### config.mk
export PLATFORM = sky130hd
export DESIGN_NAME = poly_eval_sm
export DESIGN_NICKNAME = d
export VERILOG_FILES = /design/src/rtl/poly_eval_pkg.sv /design/src/rtl/poly_mac.sv /design/src/rtl/poly_eval_sm.sv
export SDC_FILE = /design/constraint.sdc
export NUM_CORES = 1
export LEC_CHECK = 0
export BUFFER_PORTS_ARGS = -buffer_cell sky130_fd_sc_hd__buf_2
export CAP_MARGIN = 20
export CORE_MARGIN = 4
export CORE_UTILIZATION = 31
export CTS_CLUSTER_SIZE = 20
export DETAILED_ROUTE_END_ITERATION = 7
export HOLD_SLACK_MARGIN = 0.03
export PLACE_DENSITY = 0.47
export SKIP_CTS_REPAIR_TIMING = 1
export SLEW_MARGIN = 40
export SYNTH_ARGS = -nofsm -noshare
export SYNTH_HDL_FRONTEND = slang
export SYNTH_SLANG_ARGS = --single-unit
### constraint.sdc
create_clock -name clk -period 8.8 [get_ports clk]
set_clock_uncertainty 0.05 [all_clocks]
set_input_delay 1.32 -clock clk [delete_from_list [all_inputs] [get_ports clk]]
set_output_delay 1.32 -clock clk [all_outputs]
set_load 0.02 [all_outputs]
### src/rtl/poly_eval_pkg.sv
// rtl/poly_eval_pkg.sv - shared constants and state encoding for the polynomial evaluator
package poly_eval_pkg;

    localparam int XW_DEF  = 16;
    localparam int CW_DEF  = 16;
    localparam int YW_DEF  = 32;
    localparam int DEG_DEF = 3;

    typedef logic [1:0] state_t;

    localparam state_t ST_IDLE = 2'd0;
    localparam state_t ST_MAC  = 2'd1;
    localparam state_t ST_DONE = 2'd2;

endpackage

### src/rtl/poly_mac.sv
// rtl/poly_mac.sv - combinational acc*x + c step with wrap or clamp (POLY_SAT_EN)
module poly_mac
    import poly_eval_pkg::*;
#(
    parameter int XW = XW_DEF,
    parameter int CW = CW_DEF,
    parameter int YW = YW_DEF
) (
    input  logic signed [YW-1:0] i_acc,
    input  logic signed [XW-1:0] i_x,
    input  logic signed [CW-1:0] i_c,
    output logic signed [YW-1:0] o_y,
    output logic                 o_sat
);

    localparam int PW = XW + YW;
    localparam int SW = PW + 1;

    logic signed [PW-1:0] w_prod;
    logic signed [SW-1:0] w_sum;

    assign w_prod = PW'(i_acc) * PW'(i_x);
    assign w_sum  = SW'(w_prod) + SW'(i_c);

`ifdef POLY_SAT_EN
    // In range only when every bit above the YW sign bit matches it.
    logic [SW-YW:0] w_hi;
    logic           w_out_of_range;

    assign w_hi           = w_sum[SW-1:YW-1];
    assign w_out_of_range = !((&w_hi) || !(|w_hi));

    always_comb begin
        o_sat = w_out_of_range;
        o_y   = w_sum[YW-1:0];
        if (w_out_of_range) begin
            o_y = w_sum[SW-1] ? {1'b1, {(YW-1){1'b0}}} : {1'b0, {(YW-1){1'b1}}};
        end
    end
`else
    logic w_unused_hi;

    assign w_unused_hi = ^w_sum[SW-1:YW];
    assign o_y         = w_sum[YW-1:0];
    assign o_sat       = 1'b0;
`endif

endmodule

### src/rtl/poly_eval_sm.sv
// rtl/poly_eval_sm.sv - Horner polynomial evaluator FSM; POLY_SAT_EN selects clamping
module poly_eval_sm
    import poly_eval_pkg::*;
#(
    parameter  int XW  = XW_DEF,
    parameter  int CW  = CW_DEF,
    parameter  int YW  = YW_DEF,
    parameter  int DEG = DEG_DEF,
    localparam int AW  = (DEG > 0) ? $clog2(DEG + 1) : 1
) (
    input  logic                 clk,
    input  logic                 rst,
    input  logic                 coef_we,
    input  logic [AW-1:0]        coef_addr,
    input  logic signed [CW-1:0] coef_wdata,
    input  logic                 start,
    input  logic signed [XW-1:0] x_in,
    output logic                 busy,
    output logic                 done,
    output logic signed [YW-1:0] y_out,
    output logic                 ovf
);

    state_t               r_state;
    logic signed [CW-1:0] r_coef [0:DEG];
    logic signed [YW-1:0] r_acc;
    logic signed [XW-1:0] r_x;
    logic [AW-1:0]        r_idx;
    logic signed [YW-1:0] r_y;
    logic                 r_ovf;

    logic signed [YW-1:0] w_ctop_ext;
    logic signed [YW-1:0] w_mac_y;
    logic                 w_mac_sat;

    assign w_ctop_ext = YW'(r_coef[DEG]);

    poly_mac #(
        .XW (XW),
        .CW (CW),
        .YW (YW)
    ) u_mac (
        .i_acc (r_acc),
        .i_x   (r_x),
        .i_c   (r_coef[r_idx]),
        .o_y   (w_mac_y),
        .o_sat (w_mac_sat)
    );

    // A write in IDLE takes priority over a coincident start, which is dropped.
    always_ff @(posedge clk) begin
        if (rst) begin
            r_state <= ST_IDLE;
            r_acc   <= '0;
            r_x     <= '0;
            r_idx   <= '0;
            r_y     <= '0;
            r_ovf   <= 1'b0;
            for (int i = 0; i <= DEG; i++) begin
                r_coef[i] <= '0;
            end
        end else begin
            case (r_state)
                ST_IDLE: begin
                    if (coef_we) begin
                        if (coef_addr <= AW'(DEG)) begin
                            r_coef[coef_addr] <= coef_wdata;
                        end
                    end else if (start) begin
                        r_x   <= x_in;
                        r_acc <= w_ctop_ext;
                        r_idx <= (DEG > 0) ? AW'(DEG - 1) : '0;
                        r_ovf <= 1'b0;
                        if (DEG == 0) begin
                            r_y     <= w_ctop_ext;
                            r_state <= ST_DONE;
                        end else begin
                            r_state <= ST_MAC;
                        end
                    end
                end
                ST_MAC: begin
                    r_acc <= w_mac_y;
                    r_ovf <= r_ovf | w_mac_sat;
                    if (r_idx == '0) begin
                        r_y     <= w_mac_y;
                        r_state <= ST_DONE;
                    end else begin
                        r_idx <= r_idx - 1'b1;
                    end
                end
                ST_DONE: begin
                    r_state <= ST_IDLE;
                end
                default: begin
                    r_state <= ST_IDLE;
                end
            endcase
        end
    end

    assign busy  = (r_state != ST_IDLE);
    assign done  = (r_state == ST_DONE);
    assign y_out = r_y;
    assign ovf   = r_ovf;

endmodule
==> flow_summary.yaml, run 1 <==
grt:
  grt_pass1_vias: 14300
  grt_first_pass_wirelength_um: 84500
  grt.overflow.total: 0
  antenna_found_initial: 3
  grt.total_usage: 0.172
  grt_max_degree: 87
place:
  dp_slack_ps: 1580
  dp_hpwl_um: 40900
  placed_cells_incl_taps: 2757
  numPortBuffers: 71
  routabilityCongestion: 0.851
setup_path:
  path_class: "register to register"
  cp-end-kind: "register"
  start_kind: "register"
  critPathRequiredTime_ps: 9100
  cp.arrival_ps: 7500
  cp_max_fo: 17
final_layout:
  seqCellArea_um2: 3660
  multi_input_area_um2: 13100
  layout-drive-gt1-share: 0.0878
  nFillCells: 6098
  synthToLayoutAreaGrowth_pct: 9.36
  stdcell_count: 2790
  nNetsFinal: 2473
hold_path:
  min_path_type: "register to register"
sta:
  fmax_mhz: 139
  slew_headroom: 0.441
  final_hold_viol_count: 0
  rsz0062_at_grt: "no"
  finalSetupViolations: 0
  fin_crit_ps: 7200
  min_period_over_period: 0.819
  tns_ps: 0
  tightest_slew_ps: 837
  finalWorstSetupSlack_ps: 1600
  slew_violations: 0
power_and_ir_drop:
  totalPowerFinal_mw: 2.58
  leakage_nw: 9.39
  ir_drop_v: 0.0000939
  p_per_area_nw_per_um2: 127
clock_tree:
  cts_root_buffer: "clkbuf_16"
  clk_pin_slew_ps: 90
  clock_path_buffers: 2
  cts_tree: "yes"
  clock_sinks: 150
  htreeDepth: 4
  clk_latency_ps: 450
  numCtsBuffers: 17
detailed_routing:
  vias: 13200
  vias_per_cell: 4.72
  first_pass_iters: 5
  antenna_left: 0
  first_iter_violations: 740
  drcViolationCount: 0
  routed_wirelength_um: 52300
  wl_per_cell_um: 18.7
synth:
  synth-xor-area-share: 0.0264
  async_flop_share: 0
  yosysUniqueCellTypes: 53
  muxShareOfSynthArea: 0.0199
  synth_top_family_by_area: "adder cells"
  synth_nets: 2461
  syn_area_um2: 18600
  syn-instance-count: 1991
  synth_edf_count: 64
  ys_ff_latch: 150
  synth_compound_area_frac: 0.0564
  seq_area_frac_synth: 0.196
  yosys.area_share.simple: 0.176
  yosys_most_used_dff: "dfxtp_1"
  ys_warn_count: 0
  syn_avg_cell_area_um2: 9.33
  synth-adder-area-share: 0.426
outcome:
  status: "completed"
die:
  core_area_um2: 59100
  initial_core_util: 0.314
  die_w_um: 253
  rows: 89
  die-area_um2: 63900
  die_y_um: 253
  ios: 73
job:
  maxCapViolCount: 0
## cells by family after synthesis
logic type               Yosys count
AO/OA/AOI/OAI                    165
XOR/XNOR                          56
adder cells (fa/ha/maj)          432
buffers and inverters            489
flip-flops                       150
multiplexers                      17
other                              1
AND/OR/NAND/NOR                  681
## cell type report
type	count	area share
tap	773	0.0476
clock buffer	18	0.0211
multi-input combinational	1352	0.645
clock inverter	14	0.00690
timing repair buffer	96	0.0270
antenna	1	0.000123
inverter	386	0.0713
sequential	150	0.180
## per-layer routing
metal	GRT usage	share of wire
met4	0.0411	0.024
met3	0.0323	0.056
met1	0.245	0.47
met5	0	0
met2	0.273	0.46
## cells in the final DEF, fill, tap and decap left out, types with 16 or more instances in the layout
| cell type | count |
|---|---|
| edfxtp_1 | 64 |
| a21oi_1 | 88 |
| dfxtp_1 | 69 |
| fa_1 | 334 |
| inv_1 | 384 |
| nor2_1 | 51 |
| nand2_1 | 336 |
| and2_1 | 225 |
| xnor2_1 | 44 |
| nor3_1 | 22 |
| mux4_2 | 16 |
| buf_4 | 25 |
| dfxtp_2 | 17 |
| clkbuf_16 | 17 |
| buf_2 | 70 |
| ha_1 | 98 |
## metrics by stage
stage	hold WS, ps	instance area [µm²]	utilization
2_1_floorplan	410	18600	-
3_3_place_gp	394	19700	0.333
3_5_place_dp	395	19700	0.334
4_1_cts	404	20300	0.343
5_1_grt	417	20300	0.343
6_report	401	20300	0.344
## worst paths after layout
kind              startpoint   endpoint  slack [ps]  depth (start not counted)
hold / removal     y_out[13]  y_out[13]         400                          2
hold reg to reg    y_out[13]  y_out[13]         400                          2
setup reg to reg      r_x[1]  r_acc[30]        1600                         21
setup / recovery      r_x[1]  r_acc[30]        1600                         21
## where the power goes
group          leakage [nW]  internal (mW)  switching (mW)
Combinational          7.74          0.351           0.599
Clock                 0.271          0.375           0.357
Sequential             1.38          0.780           0.121
## cell usage after synthesis, types with 5 or more instances
library cell  count  share of area
a211oi_1          5         0.0020
o21ai_0          10         0.0027
a21o_1           11         0.0044
nand3b_1          5         0.0020
mux4_2           16          0.019
a21oi_1          88          0.024
dfxtp_1          86          0.093
ha_1             98          0.066
and2_1          226          0.076
nor2b_1           7         0.0024
nor2_1           53          0.011
xor2_1           12         0.0057
a311oi_1          5         0.0024
inv_1           384          0.078
o221ai_1          9         0.0042
nand2_1         336          0.068
fa_1            334           0.36
edfxtp_1         64           0.10
o21a_1            5         0.0020
nand2b_1         12         0.0040
clkbuf_1         97          0.020
nand3_1           5         0.0013
nor3_1           22         0.0059
a31oi_1           5         0.0017
o21ai_1           5         0.0013
xnor2_1          44          0.021
## registers in the layout, indices dropped and copies added, names as in the netlist, named ones only
name	count
r_state	2
r_x	16
y_out	32
r_idx	2
r_coef	64
r_acc	32
## worst max-delay path, stage by stage (launching register included)
cell and delay [ps]:
dfxtp_1 870, buf_4 390, nand2_1 120, fa_1 530, fa_1 540, fa_1 520
inv_1 50, fa_1 480, fa_1 500, inv_1 50, fa_1 480, inv_1 50
ha_1 320, a21oi_1 310, nand3_1 180, o2111ai_2 330, o21ai_2 120, a2111oi_2 410
o41ai_1 140, a21oi_1 180, xor2_1 120, a2111oi_2 350
(Power assumes the default switching activity.)
==> run 2, diff against run 1 <==
- PLACE_DENSITY: 0.47 -> 0.48
- clock period: 8.8 -> 6.1 ns (I/O delays scaled with it)
==> flow_summary.yaml, run 2 (same netlist as run 1, synthesis figures left out) <==
clock_tree:
  numCtsBuffers: 17
  clk_pin_slew_ps: 70
  cts_tree: "yes"
  clk_latency_ps: 450
  clock_path_buffers: 2
  clock_sinks: 150
  htreeDepth: 4
  cts_root_buffer: "clkbuf_16"
final_layout:
  layout-drive-gt1-share: 0.207
  final_common_cell: "inv_1"
  largest_register_ffs: 64
  nFillCells: 5888
  synthToLayoutAreaGrowth_pct: 21.6
  regMostFlops: "r_coef"
  stdcell_count: 2972
  fin_area_um2: 22600
  layout_common_cells: "inv_1, nand2_1, fa_1"
  nNetsFinal: 2656
sta:
  slew_violations: 0
  fmax_mhz: 163
  finalWorstSetupSlack_ps: -37.9
  finalSetupViolations: 8
  slew_headroom: 0.429
  final_hold_viol_count: 0
  fin_crit_ps: 6140
  rsz0062_at_grt: "yes"
  tns_ps: -171
  min_period_over_period: 1.01
  tightest_slew_ps: 855
setup_path:
  path_cells: "buf_6, and2_1, fa_1, inv_2, fa_1, inv_2, fa_1, fa_1, fa_1, fa_1, ha_1, a21o_1, a21o_1, buf_6, nor3_4, o21ai_4, a31oi_4, a21oi_2, xor2_2, buf_4, a21oi_2, nor3_2"
  cp.arrival_ps: 6390
  cp_max_fo: 8
  r2r-start: "r_acc[4]"
  slowest_stage: "fa_1"
  max_stage_delay_ps: 620
  start_kind: "register"
  path_class: "register to register"
  path_common_cell: "fa_1"
  worstRegToRegCells: 22
  critPathRequiredTime_ps: 6350
  cp-end-kind: "register"
  r2r-end: "r_acc[24]"
  regToRegSetupSlack_ps: -40
place:
  placed_cells_incl_taps: 2921
  dp_hpwl_um: 44600
  routabilityCongestion: 0.872
  placed_area_um2: 21200
  numPortBuffers: 71
grt:
  grt.overflow.total: 0
  antenna_found_initial: 2
  grt_max_degree: 67
  grt.total_usage: 0.176
  grt_pass1_vias: 14900
  grt_first_pass_wirelength_um: 86700
power_and_ir_drop:
  p_per_area_nw_per_um2: 188
  totalPowerFinal_mw: 4.24
  ir_drop_v: 0.000147
  leakage_nw: 10.5
die:
  rows: 89
  die_w_um: 253
  ios: 73
  die_y_um: 253
  initial_core_util: 0.314
  core_area_um2: 59100
  die-area_um2: 63900
detailed_routing:
  first_pass_iters: 5
  routed_wirelength_um: 55700
  first_iter_violations: 816
  wl_per_cell_um: 18.7
  vias_per_cell: 4.64
  vias: 13800
  drcViolationCount: 0
  antenna_left: 0
hold_path:
  min_path_type: "register to register"
  worstHoldEndpoint: "y_out[3]"
  hold_start: "y_out[3]"
  whs_path_depth: 2
outcome:
  status: "finished with violations"
  violations: "setup timing"
job:
  maxCapViolCount: 0
[run 2: worst max-delay path by stage]
stage               slack (ps)         to  cells after the start      from
global placement          -250  r_acc[24]                     23    r_x[3]
detailed placement        -220  r_acc[31]                     23    r_x[3]
finish                     -40  r_acc[24]                     22  r_acc[4]
floorplan                  -20  r_acc[30]                     23    r_x[5]
CTS                       -290  r_acc[31]                     23    r_x[3]
global route              -240  r_acc[30]                     20  r_acc[3]
[run 2: layer usage]
layer,part of all wire,track usage,vias to the layer above
met3,0.055,0.0296,44
met2,0.46,0.280,269
li1,-,-,6410
met5,0,0,-
met4,0.014,0.0356,0
met1,0.47,0.255,7073
[run 2: cell type report]
type | count | area (µm²) | area share
Timing Repair Buffer | 279 | 2270 | 0.101
Clock buffer | 17 | 425 | 0.0188
Antenna cell | 1 | 2.50 | 0.000111
Tap cell | 773 | 967 | 0.0428
Clock inverter | 14 | 126 | 0.00560
Inverter | 386 | 1450 | 0.0643
Multi-Input combinational cell | 1352 | 13600 | 0.604
Sequential cell | 150 | 3710 | 0.164
[run 2: per-stage QoR]
stage	utilization	hold slack, ps	setup slack (ps)
6_report	0.382	401	-37.9
5_1_grt	0.382	428	-245
4_1_cts	0.368	403	-292
3_5_place_dp	0.359	394	-219
3_3_place_gp	0.359	393	-247
2_1_floorplan	-	410	-20.4
[run 2: power breakdown]
part           internal, mW  switching [mW]
Combinational         0.863            1.13
Sequential             1.13          0.0874
Clock                 0.561           0.466
Total                  2.55            1.68
[run 2: critical path: cells and delay by family (launching register included)]
family | cells | cell delay (ps)
XOR/XNOR | 1 | 210
flip-flops | 1 | 390
adder cells (fa/ha/maj) | 7 | 3480
AO/OA/AOI/OAI | 6 | 930
AND/OR/NAND/NOR | 3 | 410
buffers and inverters | 5 | 520
==> run 3, diff against run 2 <==
- CORE_UTILIZATION: 31 -> 50
- PLACE_DENSITY: 0.48 -> 0.7
==> flow_summary.yaml, run 3 (same netlist as run 1, synthesis figures left out) <==
outcome:
  status: "finished with violations"
  violations: "setup timing"
setup_path:
  cp_max_fo: 5
  worstRegToRegCells: 23
  r2r-start: "r_x[10]"
  cp-end-kind: "register"
  r2r-end: "r_acc[30]"
  cp.arrival_ps: 6500
  path_class: "register to register"
  start_kind: "register"
  regToRegSetupSlack_ps: -130
  critPathRequiredTime_ps: 6370
grt:
  grt_first_pass_wirelength_um: 80900
  antenna_found_initial: 0
  grt_max_degree: 95
  grt.overflow.total: 0
  grt_pass1_vias: 15200
  grt.total_usage: 0.249
hold_path:
  whs_path_depth: 2
  min_path_type: "register to register"
  worstHoldEndpoint: "y_out[13]"
  hold_start: "y_out[13]"
detailed_routing:
  drcViolationCount: 0
  first_pass_iters: 6
  antenna_left: 0
  vias_per_cell: 5.35
  vias: 14300
  wl_per_cell_um: 19.1
  first_iter_violations: 1119
  routed_wirelength_um: 50900
die:
  ios: 73
  die_y_um: 201
  die_w_um: 201
  core_area_um2: 36600
  die-area_um2: 40300
  rows: 70
  initial_core_util: 0.507
sta:
  slew_headroom: 0.429
  hold_slack_ps: 405
  finalSetupViolations: 3
  fin_crit_ps: 6230
  tightest_slew_ps: 857
  fmax_mhz: 160
  finalWorstSetupSlack_ps: -133
  rsz0062_at_grt: "yes"
  final_hold_viol_count: 0
  slew_violations: 0
  min_period_over_period: 1.02
power_and_ir_drop:
  ir_drop_v: 0.000269
  leakage_nw: 10.5
  p_per_area_nw_per_um2: 191
  totalPowerFinal_mw: 4.26
final_layout:
  regMostFlops: "r_coef"
  stdcell_count: 2672
  nNetsFinal: 2661
  fin_area_um2: 22300
  synthToLayoutAreaGrowth_pct: 20.0
  largest_register_ffs: 64
  layout_common_cells: "inv_1, nand2_1, fa_1"
  layout-drive-gt1-share: 0.213
  final_common_cell: "inv_1"
  diodes: 0
clock_tree:
  htreeDepth: 4
  cts_root_buffer: "clkbuf_16"
  clk_latency_ps: 430
  clock_sinks: 150
  numCtsBuffers: 17
  clock_path_buffers: 2
  clk_pin_slew_ps: 70
  cts_tree: "yes"
place:
  dp_hpwl_um: 39800
  numPortBuffers: 71
  placed_area_um2: 20900
  routabilityCongestion: 0.934
  placed_cells_incl_taps: 2614
job:
  maxCapViolCount: 0
-- run 3: layer usage --
metal	track usage	wire, µm	part of all wire
met5	0	0	0
met1	0.365	22000	0.43
met3	0.0260	3430	0.067
met2	0.413	24300	0.48
met4	0.0455	1130	0.022
-- run 3: how the worst max path moves through the flow --
stage,slack [ps],to,from
6_report,-130,r_acc[30],r_x[10]
5_1_grt,-310,r_acc[30],r_x[4]
4_1_cts,-340,r_acc[30],r_x[5]
3_5_place_dp,-320,r_acc[30],r_x[5]
3_3_place_gp,-210,r_acc[30],r_acc[17]
2_1_floorplan,-20,r_acc[30],r_x[5]
-- run 3: per-stage QoR --
stage	TNS, ps	utilization	worst slack (ps)
6_report	-219	0.609	-133
5_1_grt	-2580	0.609	-313
4_1_cts	-3830	0.585	-345
3_5_place_dp	-2430	0.570	-320
3_3_place_gp	-1840	0.569	-211
2_1_floorplan	-20.4	-	-20.4
-- run 3: final cells by class --
type	count	area (µm²)
clock buffer	18	429
clock inverter	14	134
fill	3050	14300
inverter	386	1460
multi-input combinational	1352	13600
sequential	150	3690
tap	468	586
timing repair buffer	284	2340
-- run 3: worst max-delay path: stages (launching register included) --
cell,delay [ps]
dfxtp_4,360
buf_4,160
clkbuf_16,170
nand2_1,80
fa_1,530
inv_1,60
fa_1,580
fa_1,440
fa_1,460
fa_1,510
inv_1,60
fa_1,500
inv_1,50
ha_1,380
nand2_1,110
nand2_1,90
a31oi_2,40
o31ai_2,330
buf_4,190
a2111oi_4,40
o41ai_2,270
a21oi_1,140
xor2_1,200
a2111oi_2,310
-- run 3: report_power, final --
part / leakage [nW] / total (mW) / switching [mW] / internal (mW)
Sequential: 1.38 / 1.22 / 0.0928 / 1.13
Combinational: 8.87 / 2.01 / 1.13 / 0.881
Clock: 0.268 / 1.03 / 0.489 / 0.541
